--- src/rtl/wb_arb_pkg.sv ---
// Shared types and helpers for the Wishbone BRAM arbiter.
package wb_arb_pkg;

    typedef enum logic {
        IDLE  = 1'b0,
        OWNED = 1'b1
    } arb_state_t;

    function automatic int clog2(input int v);
        int r;
        int x;
        r = 0;
        x = v - 1;
        while (x > 0) begin
            r = r + 1;
            x = x >> 1;
        end
        return r;
    endfunction

    // Low bit of field k in a flattened bus of w-bit fields.
    function automatic int slice_lo(input int k, input int w);
        return k * w;
    endfunction

    function automatic int sel_width(input int dw);
        return dw / 8;
    endfunction

endpackage

--- src/rtl/wb_arb_rr_pick.sv ---
// Round-robin picker: first requester scanning upward from last+1 (mod N).
module wb_arb_rr_pick
    import wb_arb_pkg::*;
#(
    parameter int N  = 2,
    parameter int LW = 1
) (
    input  logic [N-1:0]  i_req,
    input  logic [LW-1:0] i_last,
    output logic [N-1:0]  o_gnt,
    output logic          o_valid
);

    logic [LW:0]   w_sum;
    logic [LW-1:0] w_idx;

    always_comb begin
        o_gnt   = '0;
        o_valid = 1'b0;
        w_sum   = '0;
        w_idx   = '0;
        for (int i = 1; i <= N; i++) begin
            w_sum = {1'b0, i_last} + (LW+1)'(i);
            if (w_sum >= (LW+1)'(N)) begin
                w_sum = w_sum - (LW+1)'(N);
            end
            w_idx = w_sum[LW-1:0];
            if (!o_valid && i_req[w_idx]) begin
                o_gnt[w_idx] = 1'b1;
                o_valid      = 1'b1;
            end
        end
    end

endmodule

--- src/rtl/wb_bram_arbiter.sv ---
// Round-robin Wishbone B3 arbiter with cycle-locked grant and ack watchdog
// in front of a single shared slave.
module wb_bram_arbiter
    import wb_arb_pkg::*;
#(
    parameter int NUM_MASTERS    = 2,
    parameter int ADDR_WIDTH     = 32,
    parameter int DATA_WIDTH     = 32,
    parameter int TIMEOUT_CYCLES = 16
) (
    input  logic                                wb_clk_i,
    input  logic                                wb_rst_i,
    input  logic [NUM_MASTERS-1:0]              m_cyc_i,
    input  logic [NUM_MASTERS-1:0]              m_stb_i,
    input  logic [NUM_MASTERS-1:0]              m_we_i,
    input  logic [NUM_MASTERS*DATA_WIDTH/8-1:0] m_sel_i,
    input  logic [NUM_MASTERS*ADDR_WIDTH-1:0]   m_adr_i,
    input  logic [NUM_MASTERS*DATA_WIDTH-1:0]   m_dat_i,
    output logic [DATA_WIDTH-1:0]               m_dat_o,
    output logic [NUM_MASTERS-1:0]              m_ack_o,
    output logic [NUM_MASTERS-1:0]              m_err_o,
    output logic                                s_cyc_o,
    output logic                                s_stb_o,
    output logic                                s_we_o,
    output logic [DATA_WIDTH/8-1:0]             s_sel_o,
    output logic [ADDR_WIDTH-1:0]               s_adr_o,
    output logic [DATA_WIDTH-1:0]               s_dat_o,
    input  logic [DATA_WIDTH-1:0]               s_dat_i,
    input  logic                                s_ack_i,
    input  logic                                s_err_i,
    output logic [NUM_MASTERS-1:0]              gnt_o,
    output logic                                busy_o
);

    localparam int N  = NUM_MASTERS;
    localparam int SW = sel_width(DATA_WIDTH);
    localparam int LW = (clog2(N) > 0) ? clog2(N) : 1;
    localparam bit WDOG_EN = (TIMEOUT_CYCLES != 0);
    localparam int WW = WDOG_EN ? clog2(TIMEOUT_CYCLES + 1) : 1;
    localparam logic [WW-1:0] WD_LAST = WDOG_EN ? WW'(TIMEOUT_CYCLES - 1) : '0;
    localparam logic [WW-1:0] WD_MAX  = '1;

    arb_state_t    r_state;
    arb_state_t    w_state_nxt;
    logic [N-1:0]  r_gnt;
    logic [N-1:0]  w_gnt_nxt;
    logic [LW-1:0] r_last;
    logic [LW-1:0] w_last_nxt;
    logic [WW-1:0] r_wdog;
    logic [WW-1:0] w_wdog_nxt;

    logic [N-1:0]            w_pick;
    logic                    w_pick_valid;
    logic [LW-1:0]           w_gidx;
    logic                    w_cyc;
    logic                    w_stb;
    logic                    w_we;
    logic [SW-1:0]           w_sel;
    logic [ADDR_WIDTH-1:0]   w_adr;
    logic [DATA_WIDTH-1:0]   w_dat;
    logic                    w_stb_raw;
    logic                    w_timeout;

    wb_arb_rr_pick #(
        .N  (N),
        .LW (LW)
    ) u_pick (
        .i_req   (m_cyc_i),
        .i_last  (r_last),
        .o_gnt   (w_pick),
        .o_valid (w_pick_valid)
    );

    // r_gnt is zero outside OWNED, so the mux also idles the slave side.
    always_comb begin
        w_gidx = '0;
        w_cyc  = 1'b0;
        w_stb  = 1'b0;
        w_we   = 1'b0;
        w_sel  = '0;
        w_adr  = '0;
        w_dat  = '0;
        for (int i = 0; i < N; i++) begin
            if (r_gnt[i]) begin
                w_gidx = LW'(i);
                w_cyc  = m_cyc_i[i];
                w_stb  = m_stb_i[i];
                w_we   = m_we_i[i];
                w_sel  = m_sel_i[slice_lo(i, SW) +: SW];
                w_adr  = m_adr_i[slice_lo(i, ADDR_WIDTH) +: ADDR_WIDTH];
                w_dat  = m_dat_i[slice_lo(i, DATA_WIDTH) +: DATA_WIDTH];
            end
        end
    end

    assign w_stb_raw = w_cyc & w_stb;
    assign w_timeout = WDOG_EN && w_stb_raw && !s_ack_i && !s_err_i
                       && (r_wdog == WD_LAST);

    assign s_cyc_o = w_cyc & ~w_timeout;
    assign s_stb_o = w_stb_raw & ~w_timeout;
    assign s_we_o  = w_we;
    assign s_sel_o = w_sel;
    assign s_adr_o = w_adr;
    assign s_dat_o = w_dat;

    assign m_dat_o = s_dat_i;
    assign m_ack_o = r_gnt & {N{s_ack_i}};
    assign m_err_o = r_gnt & {N{s_err_i | w_timeout}};
    assign gnt_o   = r_gnt;
    assign busy_o  = (r_state == OWNED);

    always_comb begin
        w_state_nxt = r_state;
        w_gnt_nxt   = r_gnt;
        w_last_nxt  = r_last;
        w_wdog_nxt  = '0;
        unique case (r_state)
            IDLE: begin
                if (w_pick_valid) begin
                    w_gnt_nxt   = w_pick;
                    w_state_nxt = OWNED;
                end
            end
            OWNED: begin
                if (!w_cyc || w_timeout) begin
                    w_gnt_nxt   = '0;
                    w_last_nxt  = w_gidx;
                    w_state_nxt = IDLE;
                end
            end
            default: begin
                w_gnt_nxt   = '0;
                w_state_nxt = IDLE;
            end
        endcase
        if (w_stb_raw && !s_ack_i && !s_err_i && !w_timeout) begin
            w_wdog_nxt = (r_wdog == WD_MAX) ? r_wdog : r_wdog + 1'b1;
        end
    end

    always_ff @(posedge wb_clk_i or posedge wb_rst_i) begin
        if (wb_rst_i) begin
            r_state <= IDLE;
            r_gnt   <= '0;
            r_last  <= LW'(N - 1);
            r_wdog  <= '0;
        end else begin
            r_state <= w_state_nxt;
            r_gnt   <= w_gnt_nxt;
            r_last  <= w_last_nxt;
            r_wdog  <= w_wdog_nxt;
        end
    end

endmodule

--- config.mk ---
export PLATFORM = sky130hd
export DESIGN_NAME = wb_bram_arbiter
export DESIGN_NICKNAME = d
export VERILOG_FILES = /design/src/rtl/wb_arb_pkg.sv /design/src/rtl/wb_arb_rr_pick.sv /design/src/rtl/wb_bram_arbiter.sv
export SDC_FILE = /design/constraint.sdc
export NUM_CORES = 1
export LEC_CHECK = 0
export CAP_MARGIN = 25
export CELL_PAD_IN_SITES_DETAIL_PLACEMENT = 1
export CELL_PAD_IN_SITES_GLOBAL_PLACEMENT = 1
export CORE_ASPECT_RATIO = 1.2
export CORE_MARGIN = 4
export CORE_UTILIZATION = 13
export DETAILED_ROUTE_END_ITERATION = 10
export PLACE_DENSITY = 0.95
export SYNTH_ARGS = -nofsm -noshare
export SYNTH_HDL_FRONTEND = slang
export SYNTH_SLANG_ARGS = --single-unit
--- constraint.sdc ---
create_clock -name wb_clk_i -period 3.3 [get_ports wb_clk_i]
set_input_delay 0.825 -clock wb_clk_i [delete_from_list [all_inputs] [get_ports wb_clk_i]]
set_output_delay 0.825 -clock wb_clk_i [all_outputs]
set_load 0.03 [all_outputs]
Word-level counts from Yosys, hierarchy flattened
Cells that the tools add are included.
Widths: inputs -> output; s select.
{"block": "totals", "reg_bits": 9, "input_bits": 178, "out_inout_bits": 110, "elab_cells": 79}
{"block": "op_classes", "n_addsub": 5, "n_lt_le_gt_ge": 6, "eq_ne": 5, "n_mux": 35, "bitwise_logic": 9, "n_reduce_logical": 15}
{"operator": "$mux 32", "count": 4}
{"operator": "$mux 1", "count": 19}
{"operator": "$mux 5", "count": 2}
{"operator": "$mux 2", "count": 4}
{"operator": "$mux 4", "count": 2}
{"operator": "$logic_and 1x1->1", "count": 7}
{"operator": "$add 5x1->5 const B", "count": 1}
{"operator": "$eq 5x4->1 const B", "count": 1}
{"operator": "$eq 5x5->1 const B", "count": 1}
{"operator": "$logic_not 1->1", "count": 5}
{"operator": "$and 2x2->2", "count": 2}
{"operator": "$ge 2x2->1 const B", "count": 2}
{"operator": "$lt 1x2->1 const B", "count": 2}
{"operator": "$ne 2x1->1 const B", "count": 2}
{"operator": "$pmux 2 s2", "count": 1}
{"operator": "$reduce_and 2->1", "count": 2}
{"operator": "$and 1x1->1", "count": 3}
{"operator": "$add 1x1->2 const B", "count": 1}
{"operator": "$add 1x2->2 const B", "count": 1}
{"operator": "$demux 1 s1", "count": 2}
{"operator": "$ge 1x1->1 const B", "count": 2}
{"operator": "$ne 2x2->1 const B", "count": 1}
{"operator": "$not 1->1", "count": 2}
{"operator": "$or 2x2->2", "count": 1}
{"operator": "other kinds (4)", "count": 5}

Longest topological paths before layout
{"block": "depth", "word_depth": 12, "ltp_mapped": 7, "ltp_nobuf": 6}

Hierarchy
From an unflattened synthesis, not the netlist that was laid out.
{"block": "unflattened", "hier_cells": 190, "area_unflattened_um2": 1590.3}
{"mod": "wb_bram_arbiter", "n_inst": 1, "cells_per_inst": 186, "area_each_um2": 1565.3, "seq_area_each_um2": 226.5}
{"mod": "wb_arb_rr_pick", "n_inst": 1, "cells_per_inst": 4, "area_each_um2": 25.0, "seq_area_each_um2": 0.0}

Worst setup path after synthesis
OpenSTA, ideal clock, no wires.
{"block": "synth_timing", "path_kind": "reg2out", "startpoint": "register r_wdog[0]", "endpoint": "output s_stb_o", "t_arrival_ns": 2.136, "t_required_ns": 2.475, "path_slack_ns": 0.339, "stages_incl_launch_ff": 8, "n_path_buf": 1, "path_cell_list": "dfrtp_1 > ha_1 > and3_1 > ha_1 > buf_2 > or3b_1 > a21oi_2 > a211oi_1"}
{"block": "synth_between", "elab_chain_len": 4}
{"item": "from (decl)", "line": "wb_bram_arbiter.sv:49", "rtl": "logic [WW-1:0] r_wdog;"}
{"item": "from (signal assigned)", "line": "wb_bram_arbiter.sv:152", "rtl": "r_wdog <= w_wdog_nxt;"}
{"item": "$eq 5x4->1", "line": "wb_bram_arbiter.sv:98", "rtl": "&& (r_wdog == WD_LAST);"}
{"item": "$logic_and 1x1->1", "line": "wb_bram_arbiter.sv:98"}
{"item": "$not 1->1", "line": "wb_bram_arbiter.sv:101", "rtl": "assign s_stb_o = w_stb_raw & ~w_timeout;"}
{"item": "$and 1x1->1", "line": "wb_bram_arbiter.sv:101"}
{"item": "to (decl)", "line": "wb_bram_arbiter.sv:23", "rtl": "output logic s_stb_o,"}
Every way passes these cells.

Final worst setup path
{"block": "layout_timing", "startpoint": "input s_err_i", "endpoint": "output s_stb_o"}
{"block": "layout_between", "elab_chain_len": 5}
{"item": "from (decl)", "line": "wb_bram_arbiter.sv:30", "rtl": "input logic s_err_i,"}
{"item": "$logic_not 1->1", "line": "wb_bram_arbiter.sv:97", "rtl": "assign w_timeout = WDOG_EN && w_stb_raw && !s_ack_i && !s_err_i"}
{"item": "$logic_and 1x1->1", "line": "wb_bram_arbiter.sv:97"}
{"item": "$logic_and 1x1->1", "line": "wb_bram_arbiter.sv:98"}
{"item": "$not 1->1", "line": "wb_bram_arbiter.sv:101"}
{"item": "$and 1x1->1", "line": "wb_bram_arbiter.sv:101"}
Every way passes these cells.

==> flow_summary.yaml <==
placed_design:
  placed_area_um2: 3789
  io_buffers: 223
  place_inst: 534
  hpwl_um: 9069
  place.gp.congestion: 0.8111
setup_path:
  r2r-start: "r_wdog[0]"
  worstSetupEndpointType: "output port"
  crit_required_ns: 2.47
  reg2reg_depth: 7
  crit_fanout: 3
  cp_data_arrival_time_ns: 2.31
  ff2ff_setup_slack_ns: 1.45
  criticalPathCategory: "in2out"
  startpoint_type: "primary input"
  r2r-end: "gnt_o[0]"
cells_and_area:
  multi_input_comb_area_um2: 1017
  fillers: 1385
  final_util_pct: 32.06
  nNetsFinal: 559
  stdcell_count: 538
  antenna_cells: 0
  drive_gt1_share_pct: 10.88
  regArea_um2: 227.7
  fin_area_um2: 3865
  syn_to_final_growth_pct: 143.0
power_and_ir_drop:
  pwr-share-seq_pct: 6.4
  max-vdd-ir-drop_uv: 277.8
  netSwitchingPower_mw: 1.433
  clockPowerShare_pct: 7.7
  p_int_mw: 1.332
  swShare_pct: 51.82
  leakagePower_nw: 1.498
  power.density_nw_per_um2: 715.4
  p_comb_share_pct: 85.9
synthesis:
  synth_cells: 187
  synth_seq_area_share_pct: 14.24
  syn_nets: 368
  avgSynthCellArea_um2: 8.504
  synth_cell_types: 35
  netlist_area_um2: 1590
  synth_seq_cells: 9
  synth_warnings: 0
timing:
  grt_setup_unrepaired: "no"
  slew_violations: 0
  min_period_over_period_pct: 95.11
  min_period_ns: 3.138
  setup_viol_count_final: 0
  fmax_mhz: 318.6
  worst_pin_slew_ns: 0.5185
  fin_worst_skew_ns: 0.0006829
  setup_tns_ns: 0
  relSlewSlack_pct: 65.43
  hold_violations: 0
  holdWs_ns: 0.5992
clock_tree:
  cts_setup_buffers: 0
  clockBufferDepth: 2
  clk_pin_slew_worst_paths_ns: 0.04
  cts.sinks: 9
  cts_made_buffers: 3
  clockRootBuffer: "clkbuf_16"
  clk_latency_ns: 0.23
  htreeDepth: 1
  cts_tree: "built"
grt:
  grt_pass1_vias: 2456
  grt_max_degree: 52
  grt_pass1_wl_um: 14250
  track_usage_pct: 13.19
  antenna_found_initial: 0
  grt_overflow: 0
detailed_routing:
  viasPerCell: 4.277
  wirelength_um: 10310
  drtPass1Iterations: 4
  vias: 2301
  drtIter0Drc: 57
  avgRoutedWirePerCell_um: 19.15
  antenna_left: 0
  route.detailed.drc: 0
hold_path:
  holdPathStages: 2
  min_from: "r_wdog[2]"
  hold_class: "reg2reg"
  whs_endpoint: "r_wdog[2]"
floorplan:
  io_pins: 288
  start_util_pct: 13.19
  die_h_um: 129.2
  die_w_um: 109.0
  rows: 44
  die_area_um2: 14070
  coreArea_um2: 12060
outcome:
  status: "finished clean"
run:
  cap_violations: 0
[kinds of logic after synthesis]
family	after synthesis	share of synthesized area, %
DFF	9	14.24
xor gates and xnor gates	3	1.653
buffers and inverters	56	22.27
muxes	2	1.259
adders and majority gates	3	2.361
AOI/OAI and AO/OA	87	46.11
and+or+nand+nor	27	12.12
[placed cells by master (no fill, tap or decap), drive strengths merged]
cell type      count
nand2              9
mux2i              2
xor2               2
nand3b             2
clkbuf             4
nor2               2
or3b               1
o2bb2ai            1
nor2b              3
a211o              1
dlygate4sd2        2
a22o              68
o31ai              3
inv                4
o211ai             1
o21a               1
and2               3
a21oi              4
a21bo              1
o21ai              3
ha                 3
and3               1
o32ai              1
a211oi             2
a221o              1
nand4b             1
xnor2              1
nor4               5
clkdlybuf4s50    209
buf               27
dfrtp              8
dfstp              1
[flip-flops by register name, summed over array words and instances, names as in the netlist]
name / cells
busy_o: 1
gnt_o: 2
r_last: 1
r_wdog: 5
[worst max-delay path, stage by stage]
cell,delay (ns)
clkdlybuf4s50_1,0.44
or3b_1,0.43
a21oi_2,0.18
a211oi_1,0.08
dlygate4sd2_1,0.36
[Yosys cell counts (all sizes together)]
| library cell | number | share of area, % |
|---|---|---|
| a22o | 68 | 37 |
| buf | 48 | 20 |
| nand2 | 9 | 2.1 |
| dfrtp | 8 | 13 |
| nor4 | 5 | 3.9 |
| a21oi | 4 | 1.5 |
| clkbuf | 4 | 0.94 |
| inv | 4 | 0.94 |
| and2 | 3 | 1.2 |
| ha | 3 | 2.4 |
| nor2b | 3 | 1.2 |
| o21ai | 3 | 0.94 |
| o31ai | 3 | 1.4 |
| a211oi | 2 | 0.94 |
| mux2i | 2 | 1.3 |
| nand3b | 2 | 1.7 |
| nor2 | 2 | 0.47 |
| xor2 | 2 | 1.1 |
| a211o | 1 | 0.55 |
| a21bo | 1 | 0.63 |
| a221o | 1 | 0.63 |
| and3 | 1 | 0.39 |
| dfstp | 1 | 1.7 |
| nand4b | 1 | 0.55 |
| o211ai | 1 | 0.47 |
| o21a | 1 | 0.47 |
| o2bb2ai | 1 | 0.55 |
| o32ai | 1 | 0.55 |
| or3b | 1 | 0.55 |
| xnor2 | 1 | 0.55 |
[area by class of cell]
type                       instances  share of cell area (%)
sequential                         9                   5.892
tap                              161                   5.212
clock buffer                       4                   2.039
timing repair buffer             238                   60.15
multi-input combinational        122                   26.32
inverter                           4                  0.3885
[worst max path at each step]
stage	slack [ns]	start	endpoint
6_report	0.16	s_err_i	s_stb_o
5_1_grt	0.11	s_err_i	s_stb_o
4_1_cts	0.15	s_err_i	s_stb_o
3_5_place_dp	-0.08	m_cyc_i[0]	s_stb_o
3_3_place_gp	0.001	m_cyc_i[0]	s_stb_o
2_1_floorplan	0.34	r_wdog[0]	s_stb_o
[routing by layer]
layer	vias up	wire (µm)	GRT usage, %
met4	0	108	1.709
li1	1073	-	-
met2	145	5109	23.86
met3	8	1374	5.879
met5	-	0	0
met1	1075	3712	14.49
[per-stage QoR]
| stage | power, mW | worst slack [ns] |
|---|---|---|
| final | 2.765 | 0.1615 |
| after global routing | 2.898 | 0.1103 |
| after CTS | 2.796 | 0.1542 |
| after detailed placement | 2.576 | -0.08379 |
| after global placement | 2.524 | 0.001104 |
| after floorplan | 1.578 | 0.3386 |
[repair_timing]
item | 4_1_cts | 5_1_grt
endpoints found under the hold margin | 0 | 0
hold buffers | 0 | 0
setup endpoints to repair | 2 | 0
gates resized for setup | 2 | 0
[power groups by stage]
stage / Clock, mW / Combinational [mW] / Sequential [mW]
after detailed placement: 0 / 2.40 / 0.177
after global routing: 0.221 / 2.50 / 0.180
final: 0.214 / 2.38 / 0.176
after global placement: 0 / 2.35 / 0.174
after floorplan: 0 / 1.39 / 0.185
after CTS: 0.216 / 2.40 / 0.175
Power figures use the tool's default switching activity.
